$ cat config.mk
export PLATFORM = sky130hd
export DESIGN_NAME = ex_mem_pipe
export DESIGN_NICKNAME = d
export VERILOG_FILES = /design/src/rtl/ex_mem_pipe.sv
export SDC_FILE = /design/constraint.sdc
export NUM_CORES = 1
export LEC_CHECK = 0
export CAP_MARGIN = 40
export CORE_ASPECT_RATIO = 1.4
export CORE_MARGIN = 10
export CORE_UTILIZATION = 51
export CTS_CLUSTER_SIZE = 12
export DETAILED_ROUTE_END_ITERATION = 12
export GPL_TIMING_DRIVEN = 0
export PLACE_DENSITY_LB_ADDON = 0.25
export SYNTH_ARGS = -nofsm -noshare
export SYNTH_HDL_FRONTEND = slang
export SYNTH_SLANG_ARGS = --single-unit
$ cat constraint.sdc
create_clock -name clk -period 3.7 [get_ports clk]
set_clock_uncertainty 0.1 [all_clocks]
set_input_delay 0.74 -clock clk [delete_from_list [all_inputs] [get_ports clk]]
set_output_delay 0.74 -clock clk [all_outputs]
set_load 0.01 [all_outputs]
$ cat src/rtl/ex_mem_pipe.sv
// EX->MEM pipeline stage with a valid/ready handshake, a 2-entry skid buffer,
// NORMAL/STALL/FLUSH flow control and a saturating bubble counter.
module ex_mem_pipe #(
  parameter int DATA_W = 32,
  parameter int CTRL_W = 9,
  parameter int CNT_W  = 16
) (
  input  logic              clk,
  input  logic              rst,
  input  logic [1:0]        flow_op,
  input  logic              in_valid,
  output logic              in_ready,
  input  logic [DATA_W-1:0] in_data,
  input  logic [CTRL_W-1:0] in_ctrl,
  output logic              out_valid,
  input  logic              out_ready,
  output logic [DATA_W-1:0] out_data,
  output logic [CTRL_W-1:0] out_ctrl,
  output logic [CNT_W-1:0]  bubble_cnt
);

  typedef enum logic [1:0] {
    EMPTY = 2'd0,
    ONE   = 2'd1,
    TWO   = 2'd2
  } state_t;

  localparam logic [1:0] OP_NORMAL = 2'b00;
  localparam logic [1:0] OP_FLUSH  = 2'b10;

  state_t            state, state_nxt;
  logic [DATA_W-1:0] main_data, main_data_nxt, skid_data, skid_data_nxt;
  logic [CTRL_W-1:0] main_ctrl, main_ctrl_nxt, skid_ctrl, skid_ctrl_nxt;
  logic              normal, flush, acc, pop;

  // 2'b11 decodes as neither NORMAL nor FLUSH, so it behaves as STALL.
  assign normal = (flow_op == OP_NORMAL);
  assign flush  = (flow_op == OP_FLUSH);

  // in_ready is also gated by rst so upstream sees no acceptance while reset is held.
  assign in_ready  = normal && (state != TWO) && !rst;
  assign out_valid = normal && (state != EMPTY);
  assign acc       = in_valid && in_ready;
  assign pop       = out_valid && out_ready;

  assign out_data = main_data;
  assign out_ctrl = main_ctrl;

  always_comb begin
    // NOTE: every combinational output gets a default first so no path infers a latch.
    state_nxt     = state;
    main_data_nxt = main_data;
    main_ctrl_nxt = main_ctrl;
    skid_data_nxt = skid_data;
    skid_ctrl_nxt = skid_ctrl;

    if (flush) begin
      state_nxt     = EMPTY;
      main_data_nxt = '0;
      main_ctrl_nxt = '0;
      skid_data_nxt = '0;
      skid_ctrl_nxt = '0;
    end else if (normal) begin
      unique case (state)
        EMPTY: begin
          if (acc) begin
            state_nxt     = ONE;
            main_data_nxt = in_data;
            main_ctrl_nxt = in_ctrl;
          end
        end
        ONE: begin
          if (acc && pop) begin
            main_data_nxt = in_data;
            main_ctrl_nxt = in_ctrl;
          end else if (acc) begin
            state_nxt     = TWO;
            skid_data_nxt = in_data;
            skid_ctrl_nxt = in_ctrl;
          end else if (pop) begin
            state_nxt     = EMPTY;
            main_data_nxt = '0;
            main_ctrl_nxt = '0;
          end
        end
        TWO: begin
          if (pop) begin
            state_nxt     = ONE;
            main_data_nxt = skid_data;
            main_ctrl_nxt = skid_ctrl;
            skid_data_nxt = '0;
            skid_ctrl_nxt = '0;
          end
        end
        default: state_nxt = EMPTY;
      endcase
    end
  end

  // NOTE: sequential state uses non-blocking assignments so all flops update together.
  always_ff @(posedge clk or posedge rst) begin
    if (rst) begin
      state     <= EMPTY;
      main_data <= '0;
      main_ctrl <= '0;
      skid_data <= '0;
      skid_ctrl <= '0;
    end else begin
      state     <= state_nxt;
      main_data <= main_data_nxt;
      main_ctrl <= main_ctrl_nxt;
      skid_data <= skid_data_nxt;
      skid_ctrl <= skid_ctrl_nxt;
    end
  end

  // Bubble counter counts idle NORMAL cycles only; FLUSH and STALL leave it alone.
  always_ff @(posedge clk or posedge rst) begin
    if (rst) begin
      bubble_cnt <= '0;
    end else if (normal && (state == EMPTY) && (bubble_cnt != '1)) begin
      bubble_cnt <= bubble_cnt + {{(CNT_W-1){1'b0}}, 1'b1};
    end
  end

endmodule

# ---- After elaboration in Yosys (flattened, before gate mapping)
# Cells that the tools add are included.
dict set report word_totals {
  regBits 100
  latchBits 0
  ram_bits 0
  mem_bits_ro 0
  out_inout_bits 59
  n_memories 0
}
dict set report op_classes {
  n_addsub 1
  mul 0
  div_mod_pow 0
  order_cmp 0
  n_eq_ne 12
  n_shift 0
  n_mux 32
  bitwise_logic 0
  reduce_logical 18
}
# op n
set op_table {}
lappend op_table {{2-to-1 mux 32 bit} 10}
lappend op_table {{case mux 32 bit (3 select lines)} 1}
lappend op_table {{2-to-1 mux 9 bit} 10}
lappend op_table {{case mux 32 bit (2 select lines)} 1}
lappend op_table {{case mux 9 bit (3 select lines)} 1}
lappend op_table {{case mux 9 bit (2 select lines)} 1}
lappend op_table {{adder 16 x 1 -> 16 bit (second input constant)} 1}
lappend op_table {{inequality test 16 bit (second input constant)} 1}
lappend op_table {{2-to-1 mux 2 bit} 7}
lappend op_table {{inequality test 3 bit (second input constant)} 4}
lappend op_table {{inequality test 4 bit (second input constant)} 3}
lappend op_table {{AND reduction 5 bit} 2}
lappend op_table {{logical AND 1 bit} 8}
lappend op_table {{case mux 2 bit (3 select lines)} 1}
lappend op_table {{AND reduction 6 bit} 1}
lappend op_table {{== test 2 bit (second input constant)} 2}
lappend op_table {{zero test 2 bit} 2}
lappend op_table {{nonzero test 2 bit} 2}
lappend op_table {{nonzero test 4 bit} 1}
lappend op_table {{nonzero test 3 bit} 1}
lappend op_table {{== test 2 x 1 -> 1 bit (second input constant)} 1}
lappend op_table {{inequality test 2 bit (second input constant)} 1}
lappend op_table {{zero test 1 bit} 1}

# ---- Logic depth before layout (Yosys ltp)
# Gate-level depths: netlist (run 1).
dict set report depth {
  ltp_word 9
  mapped_depth 8
  ltp_nobuf 6
}

# ---- Worst setup path after synthesis (run 1)
# Ideal clock, no wire load.
dict set report synth_path {
  path_type {input to output}
  startpoint {in flow_op[1]}
  endpoint {out in_ready}
  arrival_ps 1473
  path_slack_ps 1387
  stages 3
  path_buffers 1
  path_cell_list {buf_2 -> or3_4 -> nor2_1}
}
dict set report synth_between {
  elab_chain_len 3
}
# element line
set synth_rtl {}
lappend synth_rtl {{start: declaration} 10} ;# input logic [1:0] flow_op,
lappend synth_rtl {{zero test 2 bit} 37} ;# assign normal = (flow_op == OP_NORMAL);
lappend synth_rtl {{logical AND 1 bit (2 in a row)} 41} ;# assign in_ready = normal && (state != TWO) && !rst;
lappend synth_rtl {{end: declaration} 12} ;# output logic in_ready,
# Every way passes these cells.

# ---- Final worst setup path (run 1)
# Same ends and word-level chain as after synthesis.

==> run metrics, run 1 <==
post-DR wirelength/cell 20.61 microns; pin count of the biggest net entering global routing 57; Synth Warn # 0; Distinct cells, synth 45; CTS tree done; RSZ-0062 raised after global routing false; nets 562; number of setup buffers added after CTS 0; gate count after technology mapping 394; die height 136.5 microns; part of the Yosys area used for sequential elements 0.5062; Fill cells 728; most frequent cells in the layout clkdlybuf4s50_1, dfrtp_1, nor2b_1; gr usage total 0.1851; commonest non-fill, non-tap cell in the layout clkdlybuf4s50_1; Comb power frac 0.378; period utilization 0.8911; die area 14,090 sq um; die width 103.2 microns; First-pass DRT Iterations 4; finished layout cell area 6524 sq um; total congestion overflow 0; clock share of power 0.266; Max FO, Critical Path 10; Via density 6.106; number of remaining DRC errors 0; WS Path Type input port to output pin; RR Endpoint bubble_cnt[1]; GPL Wtd Cong 0.8200; hold endpoint bubble_cnt[7]; PwrDens 670.3 nW/um^2; Worst Path Required 2860 ps; Syn Nets 446; # H-tree levels 3; Hold Slack 391.9 ps; status completed; Gates resized, CTS repair 0; CTS Buffer Depth 2; Final HPWL DP 9094 microns; hold_buf cts 0; switching share of power 0.3255; Storage cell area 2502 sq um; Rows 42; CTS Sinks 100; Worst Max-Slew Pin Slew 812.7 ps; RR Startpoint state[0]; Syn Area/Cell 12.55 sq um; Leakage 0.002709 uW; fin worst setup slack 402.8 ps; Pins Over Slew Limit 0; initial antenna violation count 0; Crit. End Element output pin; NetSw 1423 uW; maxcap violations 0; Detail Route Antenna Nets 0; cell count of the worst hold path 1; Tmin final 3297 ps; initial core utilization 0.5226; Worst Reg-to-Reg Cells 5; Port Buffer Count 104; Clk Latency, worst-skew pair 340 ps; cts bufs inserted 9; Worst IR Drop VDD 0.3210 mV; first-pass GRT wire length 20,830 microns; R2R setup slack 1140 ps; final hold violation count 0; CP Launch Type input port; Int Pwr 2950 uW; antenna cells 0; core area 9459 sq um; total I/O pin count 106; Slew headroom 0.4570; Routed WL 12,880 microns; vias in the first global route 3,952; Hold Path Origin bubble_cnt[7]; Layout area overhead 31.97%; area of the multi-input gates 2247 sq um; max frequency 303.3 MHz; clk slew on worst S/H paths 70 ps; root buf cell clkbuf_16; Via Count 3,816; Worst Hold Class flip-flop to flip-flop; Yosys reg bits 100; endpoints failing setup 0; Post-Place Setup Slack 421.8 ps; share of layout cells above drive strength 1 0.1456; detailed router's first-iteration violation count 197; critical path arrival 2460 ps; dpl cell area 6152 sq um; Reg power frac 0.356; synthesized area 4943 sq um
## final cells by class
class / instances / share of cell area
Clock buffer: 9 / 0.03452
Inverter: 6 / 0.003836
Multi-Input combinational cell: 253 / 0.3445
Tap cell: 110 / 0.02110
Timing Repair Buffer: 105 / 0.1638
Clock inverter: 7 / 0.02244
Sequential cell: 100 / 0.3836
Buffer: 35 / 0.02628
## synth_stat cells, drive strengths merged
cell type	count	area (sq um)
dfrtp	100	2502
nor2b	44	275.3
a221oi	42	367.9
a22o	41	359.1
o2bb2ai	41	609.3
clkbuf	23	86.33
buf	12	85.08
xor2	9	78.83
nand4	8	50.05
inv	6	22.52
nand2	6	22.52
nor2	6	22.52
xnor2	6	52.55
ha	5	62.56
a21oi	4	20.02
and3	4	25.02
and4	4	35.03
nand3	4	20.02
nand2b	3	26.27
nor3	3	15.01
nor4	3	33.78
a211oi	1	7.510
a21bo	1	10.01
a21boi	1	7.510
a311o	1	10.01
a311oi	1	8.760
a32o	1	10.01
and2	1	6.260
and3b	1	8.760
mux2	1	11.26
mux2i	1	10.01
nand3b	1	7.510
nor3b	1	7.510
nor4bb	1	10.01
o21ai	1	5.000
o21bai	1	7.510
o311ai	1	8.760
o32a	1	10.01
or2	1	6.260
or3	1	11.26
or4	1	7.510
## worst max-delay path, cell delays in order
cell	delay, ps
clkdlybuf4s50_1	430
buf_2	200
or3_4	430
nor2_1	100
clkdlybuf4s50_1	560
## metal layers
layer	GRT usage	vias up	part of all wire
met3	0.04594	2	0.059
met4	0.04806	0	0.0034
met5	0	-	0
met2	0.2985	108	0.51
li1	-	1767	-
met1	0.2417	1939	0.43
## power by group through the flow
stage	clock (uW)	sequential (uW)	combinational [uW]
after floorplan	0	1640	870
after global placement	0	1560	1630
after detailed placement	0	1570	1680
after CTS	1180	1560	1680
after global routing	1220	1590	1790
final	1160	1560	1650
## registers in the layout, indices dropped and copies added, names as in the netlist
name        flops
bubble_cnt     16
out_ctrl        9
out_data       32
skid_ctrl       9
skid_data      32
state           2
## per-stage QoR
stage / util / total power, uW / setup TNS, ps / cells
floorplan: - / 2506 / 0 / 394
global placement: 0.6472 / 3198 / -129770 / 608
detailed placement: 0.6504 / 3248 / 0 / 609
CTS: 0.6897 / 4420 / 0 / 625
global route: 0.6897 / 4606 / 0 / 625
finish: 0.6897 / 4373 / 0 / 625
## worst max-delay path by stage
stage	from	end	slack (ps)
5_1_grt	flow_op[1]	in_ready	320
3_3_place_gp	rst	out_data[26]	-1300
6_report	flow_op[1]	in_ready	400
2_1_floorplan	rst	bubble_cnt[0]	240
4_1_cts	flow_op[1]	in_ready	410
3_5_place_dp	flow_op[1]	in_ready	420
## cell families (layout without fill, tap and decap cells)
logic type | Yosys count | count (layout) | synth area share
mux | 2 | 2 | 0.004303
fa+ha+maj | 5 | 5 | 0.01266
xor+xnor | 15 | 15 | 0.02658
buf+inv | 41 | 162 | 0.03923
compound gates | 138 | 138 | 0.2916
simple gates | 93 | 93 | 0.1195
flops | 100 | 100 | 0.5062
No activity file was read; power rests on OpenSTA's default activity.
==> inputs of run 2 (changes only) <==
--- a/config.mk
+++ b/config.mk
@@ -11,7 +11,8 @@
 export CORE_UTILIZATION = 51
 export CTS_CLUSTER_SIZE = 12
 export DETAILED_ROUTE_END_ITERATION = 12
-export GPL_TIMING_DRIVEN = 0
+export GPL_ROUTABILITY_DRIVEN = 0
+export GPL_TIMING_DRIVEN = 1
 export PLACE_DENSITY_LB_ADDON = 0.25
 export SYNTH_ARGS = -nofsm -noshare
 export SYNTH_HDL_FRONTEND = slang
==> run 2 against run 1 <==
- power down 5.7%
- global-route usage down 0.28 points
- largest cell class unchanged
- sequential power about the same
- combinational power about the same
- critical path depth down 1
==> run metrics, run 2 (synthesis gave the netlist of run 1 again) <==
status completed; Final Non-Filler Cells 603 (-3.5%); slowest stage delay, CP 560 ps (about the same); nets 540 (-3.9%); RSZ-0062 raised after global routing false; PwrDens 644.4 nW/um^2 (-3.9%); Final TNS setup 0 ps (unchanged); max frequency 308.8 MHz (+1.8%); Fill cells 705 (-3.2%); Worst Path Required 2860 ps (about the same); Leakage 0.002651 uW (-2.2%); total I/O pin count 106 (unchanged); Worst IR Drop VDD 0.4459 mV (+39%); pin count of the biggest net entering global routing 45 (-21%); Routed WL 12,790 microns (-0.75%); share of layout cells above drive strength 1 0.1501 (+0.004470); number of setup buffers added after CTS 0 (unchanged); Pins Over Slew Limit 0 (unchanged); die width 103.2 microns (unchanged); Placed Cells 587 (-3.6%); Via Count 3,803 (-0.34%); detailed router's first-iteration violation count 181 (-8.1%); WS Path Type input port to output pin; Via density 6.307 (+3.3%); initial core utilization 0.5226 (unchanged); Most common cell on crit path clkdlybuf4s50_1; die area 14,090 sq um (unchanged); Hold Slack 396.7 ps (+4.834 ps); Worst Hold Class flip-flop to flip-flop; cts bufs inserted 9 (unchanged); endpoints failing setup 0 (unchanged); Critical-path top delay cell clkdlybuf4s50_1; hold_buf cts 0 (unchanged); Crit. End Element output pin; final hold violation count 0 (unchanged); Worst Max-Slew Pin Slew 589.3 ps (-223.4 ps); post-DR wirelength/cell 21.21 microns (+2.9%); period utilization 0.8753 (-0.01581); critical path arrival 2400 ps (-60 ps); Final HPWL DP 8425 microns (-7.4%); die height 136.5 microns (unchanged); first-pass GRT wire length 20,630 microns (-0.96%); CTS Sinks 100 (unchanged); number of remaining DRC errors 0 (unchanged); Layout area overhead 29.46%; # H-tree levels 3 (unchanged); Gates resized, CTS repair 0 (unchanged); clk slew on worst S/H paths 60 ps (about the same); commonest non-fill, non-tap cell in the layout clkdlybuf4s50_1; Detail Route Antenna Nets 0 (unchanged); Buf+Inv Stages, Crit Path 2 (-1); First-pass DRT Iterations 5 (+1); crit-path cells clkdlybuf4s50_1 -> or3_4 -> nor2_1 -> clkdlybuf4s50_1; gr usage total 0.1824 (-0.002761); CTS Buffer Depth 2 (unchanged); Clk Latency, worst-skew pair 340 ps (about the same); CTS tree done; family with the most delay on the worst path buffers and inverters; core area 9459 sq um (unchanged); root buf cell clkbuf_16; total power 4124 uW (-5.7%); Port Buffer Count 105 (+0.96%); CP Launch Type input port; most frequent cells in the layout clkdlybuf4s50_1, dfrtp_1, nor2b_1; initial antenna violation count 0 (unchanged); maxcap violations 0 (unchanged); Slew headroom 0.6071 (+0.1501); vias in the first global route 3,948 (-0.10%); total congestion overflow 0 (unchanged); antenna cells 0 (unchanged); Tmin final 3239 ps (-58.48 ps); Rows 42 (unchanged); Max FO, Critical Path 10 (unchanged)
run 2: layout make-up:
class | count | area, sq um | share of cell area
clock buffers | 14 | 244.0 | 0.03812
inverters | 6 | 25.02 | 0.003910
well taps | 110 | 137.6 | 0.02151
repair buffers | 118 | 1199 | 0.1873
multi-input cells | 253 | 2257 | 0.3527
clock inverters | 2 | 35.03 | 0.005474
flip-flops and latches | 100 | 2502 | 0.3910
run 2: path summary, 6_finish.rpt:
kind | start | to | slack, ps | cells after the start
max | flow_op[0] | in_ready | 460 | 4
min | out_data[19] | out_data[19] | 400 | 1
max reg2reg | state[1] | out_ctrl[4] | 880 | 8
max in group asynchronous | rst | skid_ctrl[7] | 2020 | 3
min reg2reg | out_data[19] | out_data[19] | 400 | 1
min in group asynchronous | rst | state[0] | 770 | 2
run 2: where the power goes:
part,switching (uW),internal [uW]
combinational,783,870
clock,382,525
sequential,222,1340
run 2: metal layers:
metal	part of all wire	GRT usage
met4	0.015	0.07132
met3	0.063	0.03836
met5	0	0
met2	0.50	0.2897
met1	0.43	0.2370
run 2: through the flow:
| step | setup WS (ps) | util | instance area [sq um] |
|---|---|---|---|
| 6_report | 461.3 | 0.6766 | 6400 |
| 3_3_place_gp | 485.8 | 0.6450 | 6101 |
| 2_1_floorplan | 241.2 | - | 4943 |
| 4_1_cts | 471.1 | 0.6766 | 6400 |
| 3_5_place_dp | 487.2 | 0.6471 | 6121 |
| 5_1_grt | 386.4 | 0.6766 | 6400 |
